`src/rtl/instr_load_pkg.sv`:
```
// Shared definitions for the instruction memory loader.
//   load_state_e : loader FSM state encoding
//   WORD_BYTES   : bytes packed into one instruction word
//   ADDR_STEP    : byte-address increment between consecutive words
//   word_addr()  : byte address of word 'idx' relative to 'base'
package instr_load_pkg;

    typedef enum logic [1:0] {
        StIdle    = 2'd0,
        StCollect = 2'd1,
        StWrite   = 2'd2,
        StDone    = 2'd3
    } load_state_e;

    localparam int unsigned WORD_BYTES = 4;
    localparam logic [31:0] ADDR_STEP  = 32'd4;

    // Wraps modulo 2^32; cannot wrap in legal use since idx < N.
    function automatic logic [31:0] word_addr(input logic [31:0] base, input logic [31:0] idx);
        return base + idx * ADDR_STEP;
    endfunction

endpackage

```
`src/rtl/instr_mem_loader_if.sv`:
```
// Bundle of the loader's control, byte-stream and memory-write signals.
//   start/word_count               : load request (from boot/debug control)
//   byte_valid/byte_data/byte_ready: byte stream handshake
//   mem_we/mem_addr/mem_wdata      : instruction memory write port
//   busy/done/error                : load status
// master : the side that requests loads and supplies bytes
// slave  : the loader itself
interface instr_mem_loader_if;

    logic        start;
    logic [31:0] word_count;
    logic        byte_valid;
    logic [7:0]  byte_data;
    logic        byte_ready;
    logic        mem_we;
    logic [31:0] mem_addr;
    logic [31:0] mem_wdata;
    logic        busy;
    logic        done;
    logic        error;

    modport master (
        output start, word_count, byte_valid, byte_data,
        input  byte_ready, mem_we, mem_addr, mem_wdata, busy, done, error
    );

    modport slave (
        input  start, word_count, byte_valid, byte_data,
        output byte_ready, mem_we, mem_addr, mem_wdata, busy, done, error
    );

endinterface

```
`src/rtl/instr_mem_loader_byte_packer.sv`:
```
// byte_packer: big-endian byte-to-word shift register with a 2-bit byte counter.
//   clk, rst   : clock, synchronous active-high reset
//   clear      : drop any partial word and restart at byte 0
//   shift_en   : a byte is accepted this cycle
//   byte_data  : accepted byte
//   word_next  : word as it will be after shifting in byte_data
//   word_full  : the byte accepted this cycle completes a word
module byte_packer
    import instr_load_pkg::*;
(
    input  logic        clk,
    input  logic        rst,
    input  logic        clear,
    input  logic        shift_en,
    input  logic [7:0]  byte_data,
    output logic [31:0] word_next,
    output logic        word_full
);

    logic [31:0] word_q;
    logic [1:0]  cnt_q;

    assign word_next = {word_q[23:0], byte_data};
    // Look-ahead so the write strobe can be registered on the same edge as the last byte.
    assign word_full = shift_en && (cnt_q == 2'(WORD_BYTES - 1));

    always_ff @(posedge clk) begin
        if (rst || clear) begin
            word_q <= '0;
            cnt_q  <= '0;
        end else if (shift_en) begin
            word_q <= word_next;
            cnt_q  <= cnt_q + 2'd1;
        end
    end

endmodule

```
`src/rtl/instr_mem_loader.sv`:
```
// instr_mem_loader: loads a program into instruction memory from a byte stream.
// Bytes are packed big-endian into 32-bit words; each word is written once at
// consecutive word-aligned byte addresses starting at BASE_ADDR.
//   N         : instruction memory depth in words
//   BASE_ADDR : byte address of the first word (word-aligned)
//   clk, rst  : clock, synchronous active-high reset
//   bus       : control, byte stream, memory write port and status (slave side)
module instr_mem_loader
    import instr_load_pkg::*;
#(
    parameter int unsigned N         = 1,
    parameter logic [31:0] BASE_ADDR = 32'h0
) (
    input logic               clk,
    input logic               rst,
    instr_mem_loader_if.slave bus
);

    load_state_e state_q;
    logic [31:0] count_q;
    logic [31:0] word_idx_q;
    logic        byte_ready_q;
    logic        mem_we_q;
    logic [31:0] mem_addr_q;
    logic [31:0] mem_wdata_q;
    logic        busy_q;
    logic        done_q;
    logic        error_q;

    logic        accept;
    logic        pack_clear;
    logic        word_full;
    logic [31:0] word_next;
    logic        count_zero;
    logic        count_over;

    assign accept     = bus.byte_valid && byte_ready_q;
    assign pack_clear = (state_q == StIdle) && bus.start;
    assign count_zero = (bus.word_count == 32'd0);
    assign count_over = (bus.word_count > 32'(N));

    byte_packer u_packer (
        .clk       (clk),
        .rst       (rst),
        .clear     (pack_clear),
        .shift_en  (accept),
        .byte_data (bus.byte_data),
        .word_next (word_next),
        .word_full (word_full)
    );

    always_ff @(posedge clk) begin
        if (rst) begin
            state_q      <= StIdle;
            count_q      <= '0;
            word_idx_q   <= '0;
            byte_ready_q <= 1'b0;
            mem_we_q     <= 1'b0;
            mem_addr_q   <= '0;
            mem_wdata_q  <= '0;
            busy_q       <= 1'b0;
            done_q       <= 1'b0;
            error_q      <= 1'b0;
        end else begin
            case (state_q)
                StIdle: begin
                    if (bus.start) begin
                        if (count_zero) begin
                            error_q <= 1'b0;
                            done_q  <= 1'b1;
                            state_q <= StDone;
                        end else if (count_over) begin
                            // Reject without consuming any bytes.
                            error_q <= 1'b1;
                            done_q  <= 1'b1;
                            state_q <= StDone;
                        end else begin
                            count_q      <= bus.word_count;
                            word_idx_q   <= '0;
                            error_q      <= 1'b0;
                            busy_q       <= 1'b1;
                            byte_ready_q <= 1'b1;
                            state_q      <= StCollect;
                        end
                    end
                end
                StCollect: begin
                    if (word_full) begin
                        byte_ready_q <= 1'b0;
                        mem_we_q     <= 1'b1;
                        mem_wdata_q  <= word_next;
                        mem_addr_q   <= word_addr(BASE_ADDR, word_idx_q);
                        state_q      <= StWrite;
                    end
                end
                StWrite: begin
                    mem_we_q   <= 1'b0;
                    word_idx_q <= word_idx_q + 32'd1;
                    if (word_idx_q == count_q - 32'd1) begin
                        busy_q  <= 1'b0;
                        done_q  <= 1'b1;
                        state_q <= StDone;
                    end else begin
                        byte_ready_q <= 1'b1;
                        state_q      <= StCollect;
                    end
                end
                StDone: begin
                    done_q  <= 1'b0;
                    state_q <= StIdle;
                end
                default: state_q <= StIdle;
            endcase
        end
    end

    assign bus.byte_ready = byte_ready_q;
    assign bus.mem_we     = mem_we_q;
    assign bus.mem_addr   = mem_addr_q;
    assign bus.mem_wdata  = mem_wdata_q;
    assign bus.busy       = busy_q;
    assign bus.done       = done_q;
    assign bus.error      = error_q;

endmodule

```
`src/flat_wrapper.sv`:
```
// flat-port wrapper written by rule: the top's interface ports become plain ports
module instr_mem_loader_flat import instr_load_pkg::*;
#(
    parameter int unsigned N         = 1,
    parameter logic [31:0] BASE_ADDR = 32'h0
)
  (clk, rst, bus_start, bus_word_count, bus_byte_valid, bus_byte_data, bus_byte_ready, bus_mem_we, bus_mem_addr, bus_mem_wdata, bus_busy, bus_done, bus_error);
  instr_mem_loader_if bus_i ();
  input logic clk;
  input logic rst;
  input wire logic [$bits(bus_i.start)-1:0] bus_start;
  input wire logic [$bits(bus_i.word_count)-1:0] bus_word_count;
  input wire logic [$bits(bus_i.byte_valid)-1:0] bus_byte_valid;
  input wire logic [$bits(bus_i.byte_data)-1:0] bus_byte_data;
  output wire logic [$bits(bus_i.byte_ready)-1:0] bus_byte_ready;
  output wire logic [$bits(bus_i.mem_we)-1:0] bus_mem_we;
  output wire logic [$bits(bus_i.mem_addr)-1:0] bus_mem_addr;
  output wire logic [$bits(bus_i.mem_wdata)-1:0] bus_mem_wdata;
  output wire logic [$bits(bus_i.busy)-1:0] bus_busy;
  output wire logic [$bits(bus_i.done)-1:0] bus_done;
  output wire logic [$bits(bus_i.error)-1:0] bus_error;
  assign bus_i.start = bus_start;
  assign bus_i.word_count = bus_word_count;
  assign bus_i.byte_valid = bus_byte_valid;
  assign bus_i.byte_data = bus_byte_data;
  assign bus_byte_ready = bus_i.byte_ready;
  assign bus_mem_we = bus_i.mem_we;
  assign bus_mem_addr = bus_i.mem_addr;
  assign bus_mem_wdata = bus_i.mem_wdata;
  assign bus_busy = bus_i.busy;
  assign bus_done = bus_i.done;
  assign bus_error = bus_i.error;
  instr_mem_loader #(.N(N), .BASE_ADDR(BASE_ADDR)) u_core (.clk(clk), .rst(rst), .bus(bus_i));
endmodule
```
`config.mk`:
```
export PLATFORM = sky130hd
export DESIGN_NAME = instr_mem_loader_flat
export DESIGN_NICKNAME = d
export VERILOG_FILES = /design/src/rtl/instr_load_pkg.sv /design/src/rtl/instr_mem_loader_if.sv /design/src/rtl/instr_mem_loader_byte_packer.sv /design/src/rtl/instr_mem_loader.sv /design/src/flat_wrapper.sv
export SDC_FILE = /design/constraint.sdc
export NUM_CORES = 1
export LEC_CHECK = 0
export CAP_MARGIN = 40
export CORE_ASPECT_RATIO = 0.5
export CORE_MARGIN = 2
export CORE_UTILIZATION = 57
export DETAILED_ROUTE_END_ITERATION = 10
export PLACE_DENSITY = 0.85
export SLEW_MARGIN = 20
export SYNTH_ARGS = -nofsm -noshare
export SYNTH_HDL_FRONTEND = slang
export SYNTH_SLANG_ARGS = --single-unit
```
`constraint.sdc`:
```
create_clock -name clk -period 6 [get_ports clk]
set_input_delay 1.8 -clock clk [delete_from_list [all_inputs] [get_ports clk]]
set_output_delay 1.8 -clock clk [all_outputs]
set_load 0.005 [all_outputs]
```
# Word-level counts from Yosys, hierarchy flattened
# Index checks and enable logic that the tools add are counted.
# word_totals
input_bits,44
register_bits,159
elab_cells,76
# op_classes
muxes,27
eq_ne,12
n_lt_le_gt_ge,1
n_addsub,3
n_reduce_logical,19
n_bitwise,2
# op_table
cell,count
$mux 32,3
$pmux 32 s2,1
$add 32x1->32 const B,1
$eq 32x32->1,1
$gt 32x1->1 const B,1
$logic_not 32->1,1
$sub 32x1->32 const B,1
$mux 1,13
$reduce_and 4->1,3
$mux 2,5
$ne 2x2->1 const B,5
$pmux 2 s4,1
$reduce_and 2->1,4
$eq 2x2->1 const B,3
$pmux 1 s3,2
$reduce_and 6->1,1
$reduce_bool 3->1,2
$reduce_and 5->1,1
$pmux 1 s2,2
$reduce_bool 2->1,2
$logic_and 1x1->1,3
$ne 3x1->1 const B,1
$add 2x1->2 const B,1
$eq 2x1->1 const B,1
4 further kinds,5

# Longest topological paths before layout
# Gate-level depths: netlist of run 1.
# depth
depth_word,5
ltp_mapped,11
mapped_depth_nobuf,10

# By module
# A second synthesis of run 1 with hierarchy kept.
# unflattened
cells_unflattened,837
area_unflattened_um2,7035.5
# modules_own_cells
module,n_inst,seq_area_each_um2,area_each_um2,cells_each
instr_mem_loader,1,2662.6,5995.8,742
byte_packer,1,520.5,1039.7,95

# Least setup slack after synthesis of run 1
# OpenSTA, ideal clock, no wires.
# synth_timing
path_type,input-to-reg
start,in bus_word_count[18]
end,reg u_core.word_idx_q[31]
slack_ns,2.141
stages,9
setup_time_ns,0.070
t_required_ns,5.930
t_arrival_ns,3.790
cell_sequence,nor4_1 -> nand4_1 -> o41ai_1 -> and3_1 -> clkbuf_1 -> clkbuf_1 -> nand3_1 -> or3_1 -> a21oi_1
# synth_via
elab_chain_len,3
# synth_lines
item,line,text
start: declaration,flat_wrapper.sv:12,input wire logic [$bits(bus_i.word_count)-1:0] bus_word_count;
$gt 32x1->1 / $logic_not 32->1 (equally long branches),"instr_mem_loader.sv:40, instr_mem_loader.sv:39",
$ne 2x2->1 (no source line),--,
$reduce_and 4->1 (no source line) (*),--,
end signal: assignment,instr_mem_loader.sv:98,word_idx_q <= word_idx_q + 32'd1;
end: declaration,instr_mem_loader.sv:21,logic [31:0] word_idx_q;
# Every way passes the cells marked *; elsewhere a longest branch is shown, timed or not.
# A chain may end at the register's enable or synchronous reset.

# Worst setup path in the final report of run 1
# layout_timing
start,in bus_word_count[26]
end,reg u_core.word_idx_q[17]
# Same word-level chain as after synthesis.

==> results of run 1 <==
layout make-up:
cell class / count / area share [%]
Sequential cell: 159 / 37.6
Multi-Input combinational cell: 609 / 39.0
Timing Repair Buffer: 116 / 13.5
Tap cell: 159 / 2.35
Clock buffer: 17 / 5.03
Clock inverter: 15 / 1.95
Inverter: 12 / 0.532
cell usage in the layout, fill, tap and decap left out, types with 4 or more instances in the layout:
cell	instances
or4_1	4
xnor2_1	34
or2_2	4
nand2_1	199
o21ai_0	11
a22oi_1	4
xor2_1	33
nor4_1	17
nand3_1	18
buf_4	6
clkdlybuf4s50_1	109
nor3_1	11
and2_1	31
a21oi_1	103
inv_8	6
or3_1	9
and3_1	10
nor2_1	56
inv_1	12
or4_4	5
dfxtp_1	159
clkbuf_16	17
nand4_1	13
logic make-up after synthesis:
kind of cell / count (synthesis) / share of synthesized area (%)
mux: 2 / 0.297
compound gates: 137 / 11.3
flops: 159 / 47.3
fa+ha+maj: 3 / 0.557
xor+xnor: 67 / 8.71
simple gates: 398 / 28.0
other cells: 1 / 0.0557
buf+inv: 61 / 3.90
power by group through the flow:
| stage | registers (mW) | logic [mW] | clock network (mW) |
|---|---|---|---|
| after floorplan | 1.09 | 0.0354 | 0 |
| after global placement | 1.09 | 0.0727 | 0 |
| after detailed placement | 1.09 | 0.0736 | 0 |
| after CTS | 1.06 | 0.0741 | 1.07 |
| after global routing | 1.07 | 0.0811 | 1.12 |
| final | 1.07 | 0.0746 | 1.07 |
state kept, by name, summed over array words and instances, names as in the netlist:
register,count
u_core.u_packer.word_q,24
u_core.u_packer.cnt_q,2
u_core.bus.busy,1
u_core.word_idx_q,32
u_core.count_q,32
u_core.bus.byte_ready,1
u_core.state_q,2
u_core.bus.done,1
u_core.bus.error,1
u_core.bus.mem_addr,30
u_core.bus.mem_we,1
u_core.bus.mem_wdata,32
layer usage:
metal / routed length (µm) / GRT usage, %
met1: 7570 / 37.0
met2: 8200 / 47.7
met3: 1170 / 5.76
met4: 216 / 8.64
met5: 0 / 0
per-stage QoR:
step,instances,cell area (µm²),power (mW),setup WS [ns]
final,1087,8460,2.21,1.67
after detailed placement,1055,7870,1.16,1.32
after global routing,1087,8460,2.27,1.50
after global placement,1055,7870,1.16,1.47
after floorplan,829,6740,1.12,2.14
after CTS,1087,8460,2.21,1.74
worst register-to-register path: stages, from the launching register on:
cell	delay (ns)
dfxtp_1	0.35
inv_1	0.08
ha_1	0.18
or4b_1	0.60
or4_4	0.51
nor2_1	0.12
a32oi_1	0.06
a311o_1	0.30
or4_4	0.49
or4_4	0.58
a32o_1	0.22
path summary, 6_finish.rpt:
check / startpoint / end / slack, ns / depth (start not counted)
max: bus_word_count[26] / u_core.word_idx_q[17] / 1.67 / 9
min: u_core.u_packer.word_q[20] / u_core.bus.mem_wdata[28] / 0.46 / 2
max reg2reg: u_core.count_q[0] / u_core.bus.byte_ready / 2.41 / 10
min reg2reg: u_core.u_packer.word_q[20] / u_core.bus.mem_wdata[28] / 0.46 / 2
==> impl_summary.txt, run 1 <==
----------------------------------------------------
[Run status]
  Run status ... finished clean

[Power]
  Portion of total power attributed to combinational logic ... 3.4%
  Power density cells ... 261 nW/µm²
  Switch share ... 25.0%
  Net switching power figure ... 551 µW
  LEAKAGE ... 2.98 nW
  Clock Power Share ... 48.4%
  Maximum resistive drop on vdd ... 0.000162 V
  Internal portion of total power ... 1.66 mW
  Portion of total power attributed to sequential cells ... 48.3%

[Clocking]
  Number of H-tree branching levels ... 4
  Clk_lat worst skew ... 0.43 ns
  Setup fix buffers added after clock tree synthesis ... 0
  CTS tree ... yes
  Number of sinks driven by the clock tree ... 159
  Clock transition at the register clock pins on the worst setup and hold paths after CTS ... 0.07 ns
  Worst-case clock buffer depth ... 2
  Clock Tree Root ... clkbuf_16
  Gates resized, CTS repair ... 0
  Quantity of hold-fixing buffers added after cts ... 0
  Number of buffers added by the clock tree synthesis step ... 17

[Drt]
  Sum of routed wire length over all layers ... 17.2 mm
  Violation count after the first detailed-route iteration ... 410
  Wire length per cell after detailed routing ... 15.8 µm
  Remaining antenna violation count after routing ... 0
  Drt pass-1 iters ... 5
  Via count normalized by instance count ... 5.65
  Final routed DRC violation total ... 0
  Count of vias placed by the detailed router ... 6145

[Setup path]
  Crit path buf inv count ... 1
  Largest delay contributor family on the critical path ... simple AND/OR/NAND/NOR gates
  Data required time of the critical path ... 6.29 ns
  Worst Setup Start Kind ... input port
  Chain of cells forming the critical path ... clkdlybuf4s50_1, nor4_1, nand4_1, o41ai_1, and3_1, and3_1, nand4_1, xor2_1, nor2_1
  CP endpoint kind ... flip-flop
  Type of the worst setup path ... in2reg
  Crit-path slowest cell ... and3_1
  Worst-path maximum fanout ... 15
  Slowest Stage Delay on Critical Path ... 0.57 ns
  Data arrival, critical path ... 4.62 ns

[Layout]
  N_diodes ... 0
  Footprint of the multi-input gates ... 3300 µm²
  Share of layout cells above drive strength 1 ... 6.14%
  Final design utilization ... 75.2%
  Layout-stage area growth over the synthesis result ... 25.6%
  Fill count ... 787
  Total Nets Final ... 962
  Sequential cell area in the final layout ... 3180 µm²

[Timing]
  Minimum clock period after layout ... 4.33 ns
  Ratio of final minimum period to clock period ... 72.1%
  Final-report setup violation count ... 0
  Final sum of negative setup slack ... 0 ns
  Setup Skew ... 0.00839 ns
  RSZ-0062 raised after global routing ... false
  Transition time of the tightest slew-check pin ... 0.805 ns
  Final Max Tran Viols ... 0
  Achievable Freq ... 0.231 GHz
  Hold slack final ... 0.455 ns
  Headroom to the max-slew limit ... 46.2%
  Number of hold violations in the final report ... 0

[Floorplanning]
  Number of core rows ... 27
  Boundary Pins ... 113
  Starting utilization of the core area ... 59.9%
  Overall die height ... 80.9 µm
  Die area ... 12800 µm²
  Placeable core region ... 11200 µm²
  Width of the die ... 158 µm

[Place]
  Placer's final routability congestion estimate ... 0.882
  IO Port Bufs ... 110
  Total half-perimeter wirelength after legalization and detailed placement ... 11.7 mm

[Global routing]
  Vias in the first global route ... 5938
  Combined global-route utilization of all metal layers ... 28.3%
  Wire length of the first global-routing pass ... 28.5 mm
  Residual overflow from global routing ... 0
  Pin count of the biggest net entering global routing ... 55
  Antenna violations before repair ... 0

[Synth]
  Cells after synthesis ... 828
  Synth async-reset ratio ... 0%
  Cell type with the highest aggregate area in the netlist ... dfxtp_1
  Number of storage elements in the synthesis netlist ... 159
  Average footprint of a synthesized cell ... 8.14 µm²
  Top cells by count, synth ... nand2_1, dfxtp_1, a21oi_1, nor2_1, clkbuf_1
  Library cell with the highest instance count after synthesis ... nand2_1
  Number of warning messages in the yosys log ... 0
  Cells taking the most area after synthesis ... dfxtp_1, nand2_1, a21oi_1
  Register area share after synthesis ... 47.3%
  Most used flip-flop cell after synthesis ... dfxtp_1
  Unique masters post-synth ... 56
  Synthesized area ... 6740 µm²
  Top cell type's share of synthesized area ... 47.3%
  Count of flip-flops with a built-in enable after synthesis ... 0

[Worst hold path]
  Worst min path class ... reg2reg

[Run]
  Max-cap violations ... 0

----------------------------------------------------
(Power assumes the default switching activity.)
==> run 2, diff against run 1 <==
CORE_UTILIZATION = 48   (was 57)
PLACE_DENSITY = 0.76   (was 0.85)
clock period = 3.9 ns   (was 6 ns; I/O delays follow)
==> run 2 against run 1 <==
  * Cell count up 3.5%
  * Total power increased by 54%
  * Clock power is 54% higher
  * Critical path type is now reg2reg
  * Critical endpoint is now u_core.bus.byte_ready
  * Largest cell class unchanged
  * Largest power group is now clock
==> impl_summary.txt, run 2 (synthesized netlist as in run 1, its figures left out) <==
----------------------------------------------------
[Setup path]
  Largest delay contributor family on the critical path ... simple AND/OR/NAND/NOR gates
  Data required time of the critical path ... 4.23 ns
  Crit-path slowest cell ... or4_4
  Slowest Stage Delay on Critical Path ... 0.61 ns
  CP endpoint kind ... flip-flop
  Worst-path maximum fanout ... 10
  Launching instance or port of the critical path ... u_core.count_q[5]
  Worst Setup Start Kind ... flip-flop
  Crit path buf inv count ... 0
  Type of the worst setup path ... reg2reg
  Setup slack of the most critical reg-to-reg path ... 0.26 ns
  Crit Reg-Reg Startpoint ... u_core.count_q[5]
  Most prevalent standard cell on the critical path ... or4_4
  Chain of cells forming the critical path ... or4_4, or3_1, nor2_1, nand3b_1, a2111oi_0, nand4_1, or4_4, a32o_1
  Data arrival, critical path ... 3.97 ns

[Floorplanning]
  Placeable core region ... 13600 µm²
  Boundary Pins ... 113
  Overall die height ... 87.8 µm
  Starting utilization of the core area ... 49.4%
  Number of core rows ... 30
  Die area ... 15100 µm²
  Width of the die ... 172 µm

[Layout]
  Sequential cell area in the final layout ... 3180 µm²
  Share of layout cells above drive strength 1 ... 6.65%
  N_diodes ... 0
  Fill count ... 1157
  Total Nets Final ... 967
  Commonest non-fill, non-tap cells in the layout ... nand2_1, dfxtp_1, clkdlybuf4s50_1
  Most frequent standard cell in the layout excluding fill and tap cells ... nand2_1
  Footprint of the multi-input gates ... 3300 µm²
  Layout-stage area growth over the synthesis result ... 27.1%

[Clocking]
  Clock transition at the register clock pins on the worst setup and hold paths after CTS ... 0.08 ns
  Quantity of hold-fixing buffers added after cts ... 0
  Number of buffers added by the clock tree synthesis step ... 17
  Number of sinks driven by the clock tree ... 159
  Clk_lat worst skew ... 0.44 ns
  Gates resized, CTS repair ... 0
  CTS tree ... yes
  Setup fix buffers added after clock tree synthesis ... 0
  Worst-case clock buffer depth ... 2
  Clock Tree Root ... clkbuf_16
  Number of H-tree branching levels ... 4

[Drt]
  Remaining antenna violation count after routing ... 0
  Violation count after the first detailed-route iteration ... 366
  Sum of routed wire length over all layers ... 17.4 mm
  Drt pass-1 iters ... 5
  Final routed DRC violation total ... 0
  Count of vias placed by the detailed router ... 6085
  Wire length per cell after detailed routing ... 15.5 µm
  Via count normalized by instance count ... 5.41

[Timing]
  Number of hold violations in the final report ... 0
  Headroom to the max-slew limit ... 55.7%
  Hold slack final ... 0.447 ns
  Transition time of the tightest slew-check pin ... 0.659 ns
  Final-report setup violation count ... 0
  Setup Skew ... 0.00897 ns
  Achievable Freq ... 0.275 GHz
  Final sum of negative setup slack ... 0 ns
  Minimum clock period after layout ... 3.64 ns
  RSZ-0062 raised after global routing ... false
  Final Max Tran Viols ... 0
  Ratio of final minimum period to clock period ... 93.2%

[Run]
  Max-cap violations ... 0

[Place]
  IO Port Bufs ... 110
  Total half-perimeter wirelength after legalization and detailed placement ... 12.0 mm
  Placer's final routability congestion estimate ... 0.889

[Global routing]
  Vias in the first global route ... 5785
  Wire length of the first global-routing pass ... 28.5 mm
  Antenna violations before repair ... 0
  Residual overflow from global routing ... 0
  Pin count of the biggest net entering global routing ... 62
  Combined global-route utilization of all metal layers ... 24.0%

[Power]
  LEAKAGE ... 3.02 nW
  Power density cells ... 398 nW/µm²
  Maximum resistive drop on vdd ... 0.000201 V
  Total design power ... 3.41 mW

[Worst hold path]
  Worst min path class ... reg2reg
  Worst hold start ... u_core.u_packer.word_q[16]

[Run status]
  Run status ... finished clean

----------------------------------------------------
-- run 2: power breakdown --
part / switching (mW) / leakage [nW] / internal (mW) / total (mW)
Clock: 0.785 / 0.288 / 0.862 / 1.65
Sequential: 0.00787 / 1.28 / 1.63 / 1.64
Combinational: 0.0623 / 1.45 / 0.0579 / 0.120
-- run 2: layer usage --
| metal | track usage [%] | wire length (µm) | share of wire, % |
|---|---|---|---|
| met1 | 31.3 | 8110 | 47 |
| met2 | 38.7 | 7980 | 46 |
| met3 | 6.91 | 1070 | 6.2 |
| met4 | 7.94 | 248 | 1.4 |
| met5 | 0 | 0 | 0 |
-- run 2: final cells by class --
cell class / instances / share of cell area, %
clock buffers: 17 / 4.97
clock inverters: 15 / 1.90
inverters: 12 / 0.526
multi-input cells: 609 / 38.6
flip-flops and latches: 159 / 37.2
well taps: 192 / 2.81
repair buffers: 121 / 14.0
-- run 2: metrics by stage --
stage               setup WS [ns]  cells  utilization, %  area, µm²
finish                      0.264   1125            62.8       8560
global route                0.199   1125            62.8       8560
CTS                         0.339   1124            62.7       8540
detailed placement         0.0128   1092            58.4       7960
global placement            0.194   1092            58.4       7960
floorplan                   0.568    829               -       6740
-- run 2: worst paths after layout --
kind,endpoint,cells after the start
max,u_core.bus.byte_ready,8
min reg2reg,u_core.bus.mem_wdata[24],2
min,u_core.bus.mem_wdata[24],2
max reg2reg,u_core.bus.byte_ready,8
-- run 2: tightest hold or removal path, stage by stage (launching register included) --
cell and delay [ns]:
dfxtp_1 0.31, nand2_1 0.05, a21oi_1 0.05
==> run 3, diff against run 2 <==
CAP_MARGIN = not set   (was 40)
CTS_CLUSTER_DIAMETER = 100   (was not set)
HOLD_SLACK_MARGIN = 0.06   (was not set)
==> run 3 against run 2 <==
  * Global-route usage unchanged
  * Sequential cell count unchanged
  * Wire length decreased by 0.45%
  * Sequential share of layout area increased by 0.065 points
  * Combinational power about the same
  * Hold slack improved by 0.0026 ns
  * Largest cell class unchanged
  * Largest power group is now registers
==> impl_summary.txt, run 3 (synthesized netlist as in run 1, its figures left out) <==
----------------------------------------------------
[Global routing]
  Wire length of the first global-routing pass ... 28.5 mm
  Pin count of the biggest net entering global routing ... 62
  Residual overflow from global routing ... 0
  Vias in the first global route ... 5785
  Combined global-route utilization of all metal layers ... 24.0%
  Antenna violations before repair ... 0

[Layout]
  Commonest non-fill, non-tap cells in the layout ... nand2_1, dfxtp_1, clkdlybuf4s50_1
  Most frequent standard cell in the layout excluding fill and tap cells ... nand2_1
  N_diodes ... 0
  Total Nets Final ... 966
  Final design utilization ... 62.7%
  Share of layout cells above drive strength 1 ... 6.55%
  Layout-stage area growth over the synthesis result ... 26.8%

[Drt]
  Drt pass-1 iters ... 5
  Via count normalized by instance count ... 5.38
  Wire length per cell after detailed routing ... 15.4 µm
  Count of vias placed by the detailed router ... 6051
  Remaining antenna violation count after routing ... 0
  Violation count after the first detailed-route iteration ... 387
  Final routed DRC violation total ... 0
  Sum of routed wire length over all layers ... 17.3 mm

[Setup path]
  Destination of the critical timing path ... u_core.bus.byte_ready
  FF-to-FF End ... u_core.bus.byte_ready
  Data required time of the critical path ... 4.23 ns
  Crit Reg-Reg Startpoint ... u_core.count_q[5]
  Type of the worst setup path ... reg2reg
  Worst-path maximum fanout ... 10
  Launching instance or port of the critical path ... u_core.count_q[5]
  Setup slack of the most critical reg-to-reg path ... 0.19 ns
  Worst-case reg-to-reg path depth ... 8
  Data arrival, critical path ... 4.04 ns
  CP endpoint kind ... flip-flop
  Worst Setup Start Kind ... flip-flop

[Timing]
  Setup Skew ... 0.00843 ns
  Headroom to the max-slew limit ... 44.1%
  Achievable Freq ... 0.269 GHz
  RSZ-0062 raised after global routing ... false
  Final-report setup violation count ... 0
  Final Max Tran Viols ... 0
  Ratio of final minimum period to clock period ... 95.2%
  Final sum of negative setup slack ... 0 ns
  Number of hold violations in the final report ... 0
  Minimum clock period after layout ... 3.71 ns
  Transition time of the tightest slew-check pin ... 0.837 ns

[Clocking]
  Clk_lat worst skew ... 0.44 ns
  Number of sinks driven by the clock tree ... 159
  Worst-case clock buffer depth ... 2
  Setup fix buffers added after clock tree synthesis ... 0
  Quantity of hold-fixing buffers added after cts ... 0
  Number of buffers added by the clock tree synthesis step ... 17
  Number of H-tree branching levels ... 4
  Clock transition at the register clock pins on the worst setup and hold paths after CTS ... 0.07 ns
  Gates resized, CTS repair ... 0
  Clock Tree Root ... clkbuf_16
  CTS tree ... yes

[Floorplanning]
  Overall die height ... 87.8 µm
  Starting utilization of the core area ... 49.4%
  Boundary Pins ... 113
  Placeable core region ... 13600 µm²
  Die area ... 15100 µm²
  Width of the die ... 172 µm
  Number of core rows ... 30

[Run]
  Max-cap violations ... 0

[Place]
  IO Port Bufs ... 110
  Total half-perimeter wirelength after legalization and detailed placement ... 12.0 mm
  Placer's final routability congestion estimate ... 0.889

[Power]
  Clock Power Share ... 48.3%
  Internal portion of total power ... 2.55 mW
  LEAKAGE ... 3.01 nW
  Power density cells ... 398 nW/µm²
  Total design power ... 3.40 mW
  Net switching power figure ... 849 µW
  Portion of total power attributed to combinational logic ... 3.5%
  Maximum resistive drop on vdd ... 0.000201 V
  Switch share ... 25.0%
  Portion of total power attributed to sequential cells ... 48.2%

[Worst hold path]
  Worst min path class ... reg2reg

[Run status]
  Run status ... finished clean

----------------------------------------------------
## run 3: cell count changes in the layout (fill, tap and decap cells not counted), sizes merged
| cell | change |
|---|---|
| buf | -1 |
## run 3: layout make-up
type,count,area (µm²)
Clock buffer,17,425
Clock inverter,15,163
Fill cell,1161,5080
Inverter,12,45.0
Multi-Input combinational cell,609,3300
Sequential cell,159,3180
Tap cell,192,240
Timing Repair Buffer,120,1180
## run 3: how the worst min path moves through the flow
| stage | start | end | slack, ns | depth (start not counted) |
|---|---|---|---|---|
| 2_1_floorplan | u_core.u_packer.word_q[16] | u_core.bus.mem_wdata[24] | 0.43 | 2 |
| 3_3_place_gp | u_core.u_packer.word_q[18] | u_core.bus.mem_wdata[26] | 0.44 | 2 |
| 3_5_place_dp | u_core.bus.mem_wdata[22] | u_core.bus.mem_wdata[22] | 0.45 | 2 |
| 4_1_cts | u_core.u_packer.word_q[16] | u_core.bus.mem_wdata[24] | 0.46 | 2 |
| 5_1_grt | u_core.u_packer.word_q[22] | u_core.bus.mem_wdata[30] | 0.46 | 2 |
| 6_report | u_core.u_packer.word_q[16] | u_core.bus.mem_wdata[24] | 0.45 | 2 |
## run 3: through the flow
| step | cells | hold slack (ns) | setup slack, ns | area (µm²) |
|---|---|---|---|---|
| after CTS | 1124 | 0.455 | 0.339 | 8540 |
| after global routing | 1124 | 0.464 | 0.199 | 8540 |
| final | 1124 | 0.450 | 0.189 | 8540 |
| after detailed placement | 1092 | 0.446 | 0.0128 | 7960 |
| after floorplan | 829 | 0.432 | 0.568 | 6740 |
| after global placement | 1092 | 0.439 | 0.194 | 7960 |
## run 3: critical path: stages, from the launching register on
cell and delay (ns):
dfxtp_1 0.41, or4_4 0.61, or3_1 0.52, nor2_1 0.26, nand3b_1 0.10, a2111oi_0 0.65, nand4_1 0.25, or4_4 0.58
a32o_1 0.23
## run 3: layer usage
metal | track usage (%) | vias to the layer above | wire, µm
met2 | 38.7 | 173 | 7990
met5 | 0 | - | 0
li1 | - | 2968 | -
met3 | 6.91 | 23 | 1110
met4 | 7.94 | 0 | 243
met1 | 31.3 | 2887 | 7990
## run 3: power by group through the flow
stage / Clock (mW) / Sequential, mW / Combinational (mW)
5_1_grt: 1.73 / 1.64 / 0.129
2_1_floorplan: 0 / 1.67 / 0.0545
4_1_cts: 1.66 / 1.64 / 0.118
3_5_place_dp: 0 / 1.68 / 0.117
3_3_place_gp: 0 / 1.67 / 0.115
6_report: 1.64 / 1.64 / 0.119
